### config.mk
export PLATFORM = sky130hd
export DESIGN_NAME = icw_ocw_write_sequencer_flat
export DESIGN_NICKNAME = d
export VERILOG_FILES = /design/src/rtl/icw_ocw_write_sequencer_if.sv /design/src/rtl/icw_ocw_write_sequencer.sv /design/src/flat_wrapper.sv
export SDC_FILE = /design/constraint.sdc
export NUM_CORES = 1
export LEC_CHECK = 0
export BUFFER_PORTS_ARGS = -buffer_cell sky130_fd_sc_hd__buf_2
export CAP_MARGIN = 10
export CORE_MARGIN = 3
export CORE_UTILIZATION = 30
export DETAILED_ROUTE_END_ITERATION = 10
export HOLD_SLACK_MARGIN = 0.05
export SYNTH_ARGS = -nofsm -noshare
export SYNTH_HDL_FRONTEND = slang
export SYNTH_SLANG_ARGS = --single-unit
### constraint.sdc
create_clock -name clk -period 3.8 [get_ports clk]
set_clock_uncertainty 0.2 [all_clocks]
set_input_delay 0 -clock clk [delete_from_list [all_inputs] [get_ports clk]]
set_output_delay 0 -clock clk [all_outputs]
set_load 0.1 [all_outputs]
### src/rtl/icw_ocw_write_sequencer_if.sv
// icw_ocw_write_sequencer_if: CPU write bus into the 8259A command-word sequencer
// Signals: chip_select_n, write_enable_n (active low), A0 address bit, data_bus_in byte.
// master = CPU side (drives), slave = sequencer side (samples).
interface icw_ocw_write_sequencer_if;
    logic       chip_select_n;
    logic       write_enable_n;
    logic       A0;
    logic [7:0] data_bus_in;
    modport master (output chip_select_n, write_enable_n, A0, data_bus_in);
    modport slave  (input  chip_select_n, write_enable_n, A0, data_bus_in);
endinterface

### src/rtl/icw_ocw_write_sequencer.sv
// icw_ocw_write_sequencer: 8259A ICW1..4 init chain and OCW1..3 write classification
// Ports: clk, reset_n (async, active low), bus (CPU write bus, slave);
//   internal_bus_data = byte of last committed write; write_ICW_1..4 / write_OCW_1..3 one-cycle strobes;
//   init_done = chain complete; level_triggered, single_mode, vector_base, cascade_config,
//   auto_eoi, u8086_mode = latched ICW fields.
// SYNC_INPUTS=1 adds a 2-flop synchronizer on all bus inputs (+2 cycles latency).
module icw_ocw_write_sequencer #(
    parameter bit SYNC_INPUTS = 1'b1
) (
    input  logic                            clk,
    input  logic                            reset_n,
    icw_ocw_write_sequencer_if.slave        bus,
    output logic [7:0]                      internal_bus_data,
    output logic                            write_ICW_1,
    output logic                            write_ICW_2,
    output logic                            write_ICW_3,
    output logic                            write_ICW_4,
    output logic                            write_OCW_1,
    output logic                            write_OCW_2,
    output logic                            write_OCW_3,
    output logic                            init_done,
    output logic                            level_triggered,
    output logic                            single_mode,
    output logic [4:0]                      vector_base,
    output logic [7:0]                      cascade_config,
    output logic                            auto_eoi,
    output logic                            u8086_mode
);
    typedef enum logic [2:0] {UNINIT, WAIT_ICW2, WAIT_ICW3, WAIT_ICW4, READY} state_t;
    state_t     state;
    logic       cs_n, wr_n, a0, wr_active, wr_prev, cap_a0, ic4, commit;
    logic [7:0] din, cap_d;

    generate
        if (SYNC_INPUTS) begin : g_sync
            logic [1:0][10:0] s;
            always_ff @(posedge clk or negedge reset_n)
                if (!reset_n) s <= '0;
                else s <= {s[0], {bus.chip_select_n, bus.write_enable_n, bus.A0, bus.data_bus_in}};
            assign {cs_n, wr_n, a0, din} = s[1];
        end else begin : g_direct
            assign {cs_n, wr_n, a0, din} = {bus.chip_select_n, bus.write_enable_n, bus.A0, bus.data_bus_in};
        end
    endgenerate

    // A write commits on its release edge, using the last value seen while active.
    assign wr_active = ~cs_n & ~wr_n;
    assign commit    = wr_prev & ~wr_active;
    assign init_done = state == READY;

    always_ff @(posedge clk or negedge reset_n)
        if (!reset_n) begin
            {wr_prev, cap_a0, cap_d} <= '0;
        end else begin
            wr_prev <= wr_active;
            if (wr_active) {cap_a0, cap_d} <= {a0, din};
        end

    always_ff @(posedge clk or negedge reset_n)
        if (!reset_n) begin
            state             <= UNINIT;
            internal_bus_data <= '0;
            {write_ICW_1, write_ICW_2, write_ICW_3, write_ICW_4} <= '0;
            {write_OCW_1, write_OCW_2, write_OCW_3}              <= '0;
            {level_triggered, single_mode, ic4, auto_eoi, u8086_mode} <= '0;
            vector_base       <= '0;
            cascade_config    <= '0;
        end else begin
            {write_ICW_1, write_ICW_2, write_ICW_3, write_ICW_4} <= '0;
            {write_OCW_1, write_OCW_2, write_OCW_3}              <= '0;
            if (commit) begin
                internal_bus_data <= cap_d;
                if (!cap_a0 && cap_d[4]) begin
                    write_ICW_1     <= 1'b1;
                    state           <= WAIT_ICW2;
                    level_triggered <= cap_d[3];
                    single_mode     <= cap_d[1];
                    ic4             <= cap_d[0];
                    auto_eoi        <= 1'b0;
                    u8086_mode      <= 1'b0;
                    cascade_config  <= '0;
                end else if (cap_a0) begin
                    case (state)
                        WAIT_ICW2: begin
                            write_ICW_2 <= 1'b1;
                            vector_base <= cap_d[7:3];
                            state       <= !single_mode ? WAIT_ICW3 : ic4 ? WAIT_ICW4 : READY;
                        end
                        WAIT_ICW3: begin
                            write_ICW_3    <= 1'b1;
                            cascade_config <= cap_d;
                            state          <= ic4 ? WAIT_ICW4 : READY;
                        end
                        WAIT_ICW4: begin
                            write_ICW_4 <= 1'b1;
                            auto_eoi    <= cap_d[1];
                            u8086_mode  <= cap_d[0];
                            state       <= READY;
                        end
                        READY:   write_OCW_1 <= 1'b1;
                        default: ;
                    endcase
                end else if (state == READY) begin
                    write_OCW_2 <= ~cap_d[3];
                    write_OCW_3 <= cap_d[3];
                end
            end
        end
endmodule

### src/flat_wrapper.sv
// flat-port wrapper written by rule: the top's interface ports become plain ports
module icw_ocw_write_sequencer_flat 
#(
    parameter bit SYNC_INPUTS = 1'b1
)
  (clk, reset_n, internal_bus_data, write_ICW_1, write_ICW_2, write_ICW_3, write_ICW_4, write_OCW_1, write_OCW_2, write_OCW_3, init_done, level_triggered, single_mode, vector_base, cascade_config, auto_eoi, u8086_mode, bus_chip_select_n, bus_write_enable_n, bus_A0, bus_data_bus_in);
  icw_ocw_write_sequencer_if bus_i ();
  input  logic clk;
  input  logic reset_n;
  output logic [7:0] internal_bus_data;
  output logic write_ICW_1;
  output logic write_ICW_2;
  output logic write_ICW_3;
  output logic write_ICW_4;
  output logic write_OCW_1;
  output logic write_OCW_2;
  output logic write_OCW_3;
  output logic init_done;
  output logic level_triggered;
  output logic single_mode;
  output logic [4:0] vector_base;
  output logic [7:0] cascade_config;
  output logic auto_eoi;
  output logic u8086_mode;
  input wire logic [$bits(bus_i.chip_select_n)-1:0] bus_chip_select_n;
  input wire logic [$bits(bus_i.write_enable_n)-1:0] bus_write_enable_n;
  input wire logic [$bits(bus_i.A0)-1:0] bus_A0;
  input wire logic [$bits(bus_i.data_bus_in)-1:0] bus_data_bus_in;
  assign bus_i.chip_select_n = bus_chip_select_n;
  assign bus_i.write_enable_n = bus_write_enable_n;
  assign bus_i.A0 = bus_A0;
  assign bus_i.data_bus_in = bus_data_bus_in;
  icw_ocw_write_sequencer #(.SYNC_INPUTS(SYNC_INPUTS)) u_core (.clk(clk), .reset_n(reset_n), .bus(bus_i), .internal_bus_data(internal_bus_data), .write_ICW_1(write_ICW_1), .write_ICW_2(write_ICW_2), .write_ICW_3(write_ICW_3), .write_ICW_4(write_ICW_4), .write_OCW_1(write_OCW_1), .write_OCW_2(write_OCW_2), .write_OCW_3(write_OCW_3), .init_done(init_done), .level_triggered(level_triggered), .single_mode(single_mode), .vector_base(vector_base), .cascade_config(cascade_config), .auto_eoi(auto_eoi), .u8086_mode(u8086_mode));
endmodule
# Word level (Yosys, flattened, before mapping)
# Cells that the tools add are included.
# word_totals
latch_bits	0
mem_bits_ro	0
memories	0
ram_bits	0
reg_bits	68
in_bits	13
wordCells	83
out_inout_bits	33
# op_classes
reduce_logical	11
magnitude_cmp	0
multipliers	0
eq_ne	4
bitwise	7
n_shift	0
n_div	0
muxes	40
addsub	0
# ops
operator	count
2-to-1 mux 1 bit	32
2-to-1 mux 8 bit	3
2-to-1 mux 3 bit	4
case mux 3 bit (3 select lines)	1
AND reduction 3 bit	3
equality test 3 x 2 -> 1 bit (second input constant)	2
nonzero test 2 bit	3
inverter 1 bit	5
AND reduction 4 bit	1
nonzero test 4 bit	1
equality test 3 x 1 -> 1 bit (second input constant)	1
equality test 3 bit (second input constant)	1
bitwise AND 1 bit	2
AND reduction 2 bit	1
logical AND 1 bit	1
logical NOT 1 bit	1

# Longest topological paths before layout
# Gate-level depths: netlist (run 1).
# logic_depth
depth_word	5
mapped_depth	5

# Worst setup path before layout (run 1)
# No wires, ideal clock.
# synth_path
path_kind	register to register
startpoint	reg u_core.single_mode
endpoint	reg u_core.state[0]
stages_incl_launch_ff	5
required_time_ns	3.521
setup_slack_ns	2.127
path_buffers	0
setup_ns	0.079
t_arrival_ns	1.394
path_cell_list	dfrtp_1 > inv_1 > o21ai_0 > a21oi_1 > a2bb2oi_1
# synth_via
elab_chain_len	4
# synth_rtl
item	line	source
start, declared	icw_ocw_write_sequencer.sv:23	output logic single_mode,
start signal, assigned	icw_ocw_write_sequencer.sv:77	single_mode <= cap_d[1];
2-to-1 mux 3 bit	icw_ocw_write_sequencer.sv:87	state <= !single_mode ? WAIT_ICW3 : ic4 ? WAIT_ICW4 : READY;
case mux 3 bit (3 select lines)	icw_ocw_write_sequencer.sv:83	case (state)
2-to-1 mux 3 bit	icw_ocw_write_sequencer.sv:82	end else if (cap_a0) begin
2-to-1 mux 3 bit	icw_ocw_write_sequencer.sv:73	if (!cap_a0 && cap_d[4]) begin
end signal, assigned	icw_ocw_write_sequencer.sv:87	
end signal, assigned	icw_ocw_write_sequencer.sv:92	state <= ic4 ? WAIT_ICW4 : READY;
end, declared	icw_ocw_write_sequencer.sv:30	state_t state;
# No other way between the ends. The select of a mux whose other input is x is not followed.
# A chain may end at the register's enable or synchronous reset.

# Worst setup path in the final report (run 1)
# layout_path
startpoint	reg u_core.g_sync.s[20] (netlist name)
endpoint	reg u_core.cascade_config[3]
# layout_via
elab_chain_len	5
# layout_rtl
item	line	source
start, declared	icw_ocw_write_sequencer.sv:36	logic [1:0][10:0] s;
start signal, assigned	icw_ocw_write_sequencer.sv:39	else s <= {s[0], {bus.chip_select_n, bus.write_enable_n, bus.A0, bus.data_bus_in}};
inverter 1 bit	icw_ocw_write_sequencer.sv:47	assign wr_active = ~cs_n & ~wr_n;
bitwise AND 1 bit	icw_ocw_write_sequencer.sv:47	
inverter 1 bit	icw_ocw_write_sequencer.sv:48	assign commit = wr_prev & ~wr_active;
bitwise AND 1 bit	icw_ocw_write_sequencer.sv:48	
AND reduction 3 bit (no source line)	--	
end signal, assigned	icw_ocw_write_sequencer.sv:91	cascade_config <= cap_d;
end, declared	icw_ocw_write_sequencer.sv:25	output logic [7:0] cascade_config,
# No other way between the ends.

==> results of run 1 <==
==> cell usage in the layout (no fill, tap or decap), drive strengths merged <==
cell type    synthesis  layout
dfrtp               68      68
buf                  7      46
nand2               37      37
o21ai               19      19
clkbuf               1      13
dlygate4sd3          0      12
mux2                12      12
nor2                 9       9
inv                  7       7
a32oi                7       7
nor2b                3       3
a22oi                3       3
a21oi                3       3
nor3                 3       3
a2bb2oi              2       2
nand3                2       2
clkinv               0       2
o21a                 1       1
or3                  1       1
and3                 1       1
nor3b                1       1
nand3b               1       1
nand2b               1       1
nand4                1       1
o32ai                1       1
o22ai                1       1
a311oi               1       1
bufinv               0       1
==> worst max path at each step <==
stage	start	endpoint	cells past startpoint	slack, ps
final	u_core.g_sync.s[20]$_DFF_PN0_	u_core.cascade_config[3]$_DFFE_PN0P_	4	1710
after detailed placement	u_core.g_sync.s[20]$_DFF_PN0_	u_core.cascade_config[2]$_DFFE_PN0P_	4	1770
after global routing	u_core.g_sync.s[20]$_DFF_PN0_	u_core.cascade_config[3]$_DFFE_PN0P_	4	1610
after floorplan	u_core.single_mode$_DFFE_PN0P_	u_core.state[0]$_DFFE_PN0P_	4	2130
after global placement	u_core.g_sync.s[20]$_DFF_PN0_	u_core.cascade_config[3]$_DFFE_PN0P_	4	1750
after CTS	u_core.g_sync.s[20]$_DFF_PN0_	u_core.cascade_config[3]$_DFFE_PN0P_	4	1720
==> critical path, cell delays in order (launching register included) <==
cell and delay, ps:
dfrtp_1 390, o21ai_1 830, nor3_4 170, a32oi_1 240, o21ai_0 120
==> metrics by stage <==
step           hold slack (ps)  setup WS, ps  util [%]  instances  power [uW]
2_1_floorplan             -496          2130         -        193        1740
3_3_place_gp             -91.8          1750      35.3        333        1910
3_5_place_dp             -90.7          1770      35.3        333        1920
4_1_cts                   75.6          1720      39.6        361        2550
5_1_grt                   93.3          1610      39.6        361        2640
6_report                  95.1          1710      39.6        361        2520
==> flip-flops by register name (all words and copies together), names as in the netlist, 3 cells and up <==
name and cells:
u_core.cap_d 8, u_core.cascade_config 8, u_core.din 8, u_core.g_sync.s 12
u_core.internal_bus_data 8, u_core.state 3, u_core.vector_base 5
==> area by class of cell <==
class,count,area (sq um)
clock buffer,13,169
clock inverter,3,43.8
fill,759,4720
inverter,7,26.3
multi-input combinational,110,667
sequential,68,1700
tap,102,128
timing repair buffer,58,353
==> kinds of logic after synthesis <==
kind of cell / synth area share [%]
AOI/OAI and AO/OA: 10.4
buffers and inverters: 2.67
DFF: 69.9
muxes: 5.55
and+or+nand+nor: 11.5
==> cells in the mapped netlist, drive strengths merged <==
cell type  number
o21ai          19
a21oi           3
o32ai           1
and3            1
a32oi           7
o21a            1
nor2b           3
nand2b          1
nand3           2
dfrtp          68
clkbuf          1
mux2           12
nor2            9
inv             7
a311oi          1
buf             7
a2bb2oi         2
nand2          37
nor3b           1
nor3            3
nand4           1
o22ai           1
or3             1
nand3b          1
a22oi           3
==> per-layer routing <==
| layer | part of all wire [%] | wire length (um) | track usage (%) | up-vias |
|---|---|---|---|---|
| met5 | 0 | 0 | 0 | - |
| met4 | 1.9 | 94 | 4.98 | 0 |
| met3 | 7.7 | 378 | 4.85 | 13 |
| met2 | 48 | 2330 | 18.1 | 58 |
| met1 | 43 | 2090 | 14.9 | 785 |
| li1 | - | - | - | 782 |
==> timing repair <==
item	in CTS	in global routing
setup endpoints to repair	0	0
endpoints found under the hold margin	59	0
hold buffers	12	0
==> power breakdown <==
| group | internal (uW) | switching (uW) |
|---|---|---|
| Clock | 357 | 254 |
| Sequential | 848 | 115 |
| Combinational | 158 | 784 |
==> summary.md, run 1 <==
| Metric | Value |
|---|---|
| RSZ-0062 raised after global routing | false |
| Area contributors post-synth | dfrtp_1, nand2_1, mux2_2 |
| Worst path arrival time | roughly 2100 ps |
| Fin crit share | roughly 55% |
| # resized after CTS | 0 |
| GRT Overall Usage | 11.9% |
| Via count | roughly 1,600 |
| Vias per cell | between 4 and 5 |
| Hpwl dp | 3340 um |
| DRT Pass-1 Iters | 4 |
| Min Tclk post-route | 2090 ps |
| Layout cells sized above 1 | 29.0% |
| Yosys cell types | 30 |
| CTS Buf Count | 9 |
| Avg WL per Cell | 13.6 um |
| Global-route wire length before repair | 8110 um |
| Initial antenna violation count | 0 |
| Htree depth | 3 |
| Clock transition at path regs | about 70 ps |
| Routed wire length | slightly below 5000 um |
| LEAKAGE | 0.00147 uW |
| Area growth from synthesis to layout | 26.9% |
| Vias in the first global route | about 1,700 |
| Sequential share of the synthesized area | between 60% and 70% |
| IO Pins | 46 |
| Yosys warnings | 0 |
| Share of the synthesized area in the top cell type | a little over two thirds |
| Power Dens Cells | roughly 800 nW/um^2 |
| Reg2Reg Depth | 4 |
| Die H | 96.1 um |
| Core Rows | 32 |
| Maximum vdd ir drop | ~0.00034 V |
| Hold Vio Cnt, Final | 0 |
| Total grt overflow | 0 |
| Pin count of the biggest net entering global routing | 50 |
| Initial core utilization | 31.2% |
| PortBufs | 45 |
| Synthesized instance count | 193 |
| ANT cells | 0 |
| Die Width | 96.1 um |
| Setup violation total in the final timing report | 0 |
| Required time worst endpoint | approximately 3800 ps |
| TNS Setup | 0 ps |
| # Post-CTS Setup Buffers | 0 |
| Hold wc startpoint | bus_data_bus_in[5] |
| F_max | between 400 and 500 MHz |
| Design area | ~3100 sq um |
| Reg2reg end | u_core.cascade_config[3]$_DFFE_PN0P_ |
| Reg2reg start | u_core.g_sync.s[20]$_DFF_PN0_ |
| #FFs+latches synth | 68 |
| Measured slew at the worst slew-check pin | 1060 ps |
| Die area | 9230 sq um |
| Routed Antenna Nets | 0 |
| CTS root buffer | clkbuf_8 |
| CTS tree | built |
| CP Max Fanout | 11 |
| Worst Hold End | u_core.g_sync.s[5]$_DFF_PN0_ |
| Drt initial violations | 97 |
| Element type at the critical path start | flop |
| Status | finished, final reports clean |
| Worst hold stages | 2 |
| Final nets | roughly 270 |
| Hold WC Path Type | primary input to flop |
| Worst skew pair latency | 330 ps |
| Clock buffer depth | 2 |
| Setup slack, reg-to-reg | 1710 ps |
| Rel. slew slack | 29.1% |
| Total clock sinks | 68 |
| Synth area leader | dfrtp_1 |
| Placeable Area | slightly below 8000 sq um |
| RD Place Congestion | between 0.8 and 0.9 |
| Area of the mapped netlist | 2430 sq um |
| Placement Cell Area | between 2000 and 3000 sq um |
| Max-capacitance violation count | 0 |
| CP endpoint kind | flop |
| Syn nets | roughly 200 |
| Synth Area per Inst | about 13 sq um |
| Number of remaining DRC errors | 0 |
| Crit Path Category | flop to flop |
| Slew Limit Fails | 0 |
(Power assumes the default switching activity.)
==> run 2, diff against run 1 <==
==> constraint.sdc (replaced) <==
create_clock -name clk -period 1.9 [get_ports clk]
set_clock_uncertainty 0.2 [all_clocks]
set_input_delay 0 -clock clk [delete_from_list [all_inputs] [get_ports clk]]
set_output_delay 0 -clock clk [all_outputs]
set_load 0.1 [all_outputs]
==> run 2 against run 1 <==
  * Via count grew 4.7%
  * Routed wire length increased by 2.9%
  * Utilization increased by 1.2 points
  * Global-route usage up 0.35 points
  * Largest power group is now combinational logic
  * Sequential share of layout area decreased by 1.6 points
  * Combinational power increased by 110%
  * Non-clock buffer count grew 11
  * Setup slack lost 1600 ps
  * First-iteration DRC count shrank 22%
  * Sequential power up 98%
==> summary.md, run 2 (synthesis results as in run 1) <==
| Metric | Value |
|---|---|
| Status | finished, final reports clean |
| RSZ-0062 raised after global routing | false |
| Largest register FFs | 12 |
| Pin count of the biggest net entering global routing | 69 |
| Min Tclk post-route | 1800 ps |
| Core Rows | 32 |
| Drt initial violations | 76 |
| # resized after CTS | 0 |
| Final nets | about 280 |
| CP max-delay cell | dfrtp_1 |
| Post-cts hold buffer count | 13 |
| Total grt overflow | 0 |
| Max-capacitance violation count | 0 |
| Vias in the first global route | roughly 1,700 |
| Hold Vio Cnt, Final | 0 |
| F_max | 555 MHz |
| Clock share of power | a little under a quarter |
| GRT Overall Usage | approximately an eighth |
| Global-route wire length before repair | around 8200 um |
| Rel. slew slack | between 60% and 70% |
| Tot Pwr | between 5000 and 6000 uW |
| Slew Limit Fails | 0 |
| Maximum vdd ir drop | 0.000976 V |
| ANT cells | 0 |
| Clock transition at path regs | about 70 ps |
| Hpwl dp | 3450 um |
| Most common cell after layout, fill and taps aside | dfrtp_1 |
| CP peak stage delay | ~510 ps |
| Setup violation total in the final timing report | 0 |
| Reg2reg start | u_core.state[0]$_DFFE_PN0P_ |
| IO Pins | between 40 and 50 |
| Vias per cell | 4.61 |
| Number of remaining DRC errors | 0 |
| Commonest cells after routing, fill and taps aside | dfrtp_1, buf_2, nand2_1, o21ai_0, dlygate4sd3_1 |
| Critical Path, Cell by Cell | or3_1, inv_1, buf_12 |
| Routed Antenna Nets | 0 |
| Sw frac | between 40% and 50% |
| # Post-CTS Setup Buffers | 0 |
| Layout cells sized above 1 | a little under a third |
| Via count | roughly 1,700 |
| CTS Buf Count | 9 |
| PortBufs | 45 |
| Total clock sinks | between 60 and 70 |
| Most flops, register | u_core.g_sync.s |
| Power Dens Cells | ~1600 nW/um^2 |
| CP endpoint kind | primary output |
| CP Max Fanout | 11 |
| Placeable Area | around 7800 sq um |
| Worst skew pair latency | about 340 ps |
| CTS tree | built |
| Htree depth | 3 |
| Die H | 96.1 um |
| DRT Pass-1 Iters | 4 |
| Final core occ | around 41% |
| LEAKAGE | ~0.0015 uW |
| Gate power share | approximately two fifths |
| Pint | roughly 2700 uW |
| Avg WL per Cell | 13.6 um |
| CP startpoint | u_core.state[0]$_DFFE_PN0P_ |
| Seq pwr share | between 30% and 40% |
| FILL cells | about 750 |
| Hold WC Path Type | primary input to flop |
| Initial core utilization | 31.2% |
| Required time worst endpoint | around 1700 ps |
| Clock buffer depth | 2 |
| Hold wc startpoint | bus_data_bus_in[2] |
| Measured slew at the worst slew-check pin | around 500 ps |
| Element type at the critical path start | flop |
| Initial antenna violation count | 0 |
| Area growth from synthesis to layout | 30.7% |
| Die Width | a little under 100 um |
| Worst path arrival time | between 1500 and 2000 ps |
| Psw | 2330 uW |
| Die area | 9230 sq um |
| Fin crit share | approximately 95% |
| Routed wire length | a little over 5000 um |
| Crit Path Category | flop to primary output |
| TNS Setup | 0 ps |
| CTS root buffer | clkbuf_8 |
| RD Place Congestion | ~0.83 |
## run 2: cell count changes in the layout (fill, tap and decap cells not counted)
cell           delta
buf_12            +2
clkbuf_1          +1
clkbuf_8          -2
buf_2             -1
clkinv_2          +1
buf_4             +9
dlygate4sd3_1     +1
## run 2: metal layers
layer	routed length [um]	share of wire, %	global-route usage [%]
met5	0	0	0
met4	80	1.6	4.62
met3	387	7.7	5.24
met2	2340	46	18.4
met1	2230	44	15.6
## run 2: through the flow
step                setup WS [ps]  cells  hold slack (ps)  cell area [sq um]
global route                 15.4    372             70.4               3180
CTS                          99.7    372             67.5               3180
global placement              322    343             -157               2860
finish                       97.8    372             84.8               3180
floorplan                     227    193             -496               2430
detailed placement            295    343             -153               2860
## run 2: power groups by stage
stage,Clock [uW],Combinational [uW],Sequential [uW]
after floorplan,0,383,3100
after global placement,0,1920,1930
after detailed placement,0,1930,1940
after CTS,1190,1960,1910
after global routing,1270,2040,1960
final,1160,1940,1910
## run 2: layout make-up
cell class	instances	area [sq um]	area share [%]
multi-input combinational	110	667	21.0
clock inverter	4	48.8	1.53
timing repair buffer	69	465	14.6
inverter	7	26.3	0.826
tap	102	128	4.01
sequential	68	1700	53.5
clock buffer	12	145	4.56
## run 2: worst paths after layout
kind                                                      to  slack [ps]  cells after the start
worst max-delay path                               init_done         100                      3
worst min-delay path            u_core.g_sync.s[2]$_DFF_PN0_          80                      2
worst max register to register  u_core.write_OCW_2$_DFF_PN0_         250                      3
worst min register to register       u_core.din[0]$_DFF_PN0_         150                      0
max in group asynchronous       u_core.write_ICW_4$_DFF_PN0_         630                      4
min in group asynchronous            u_core.din[6]$_DFF_PN0_         570                      4
## run 2: critical path, delay by kind of cell (launching register included)
kind	cells	cell delay [ps]
AND/OR/NAND/NOR	1	450
flip-flops	1	510
buffers and inverters	2	300
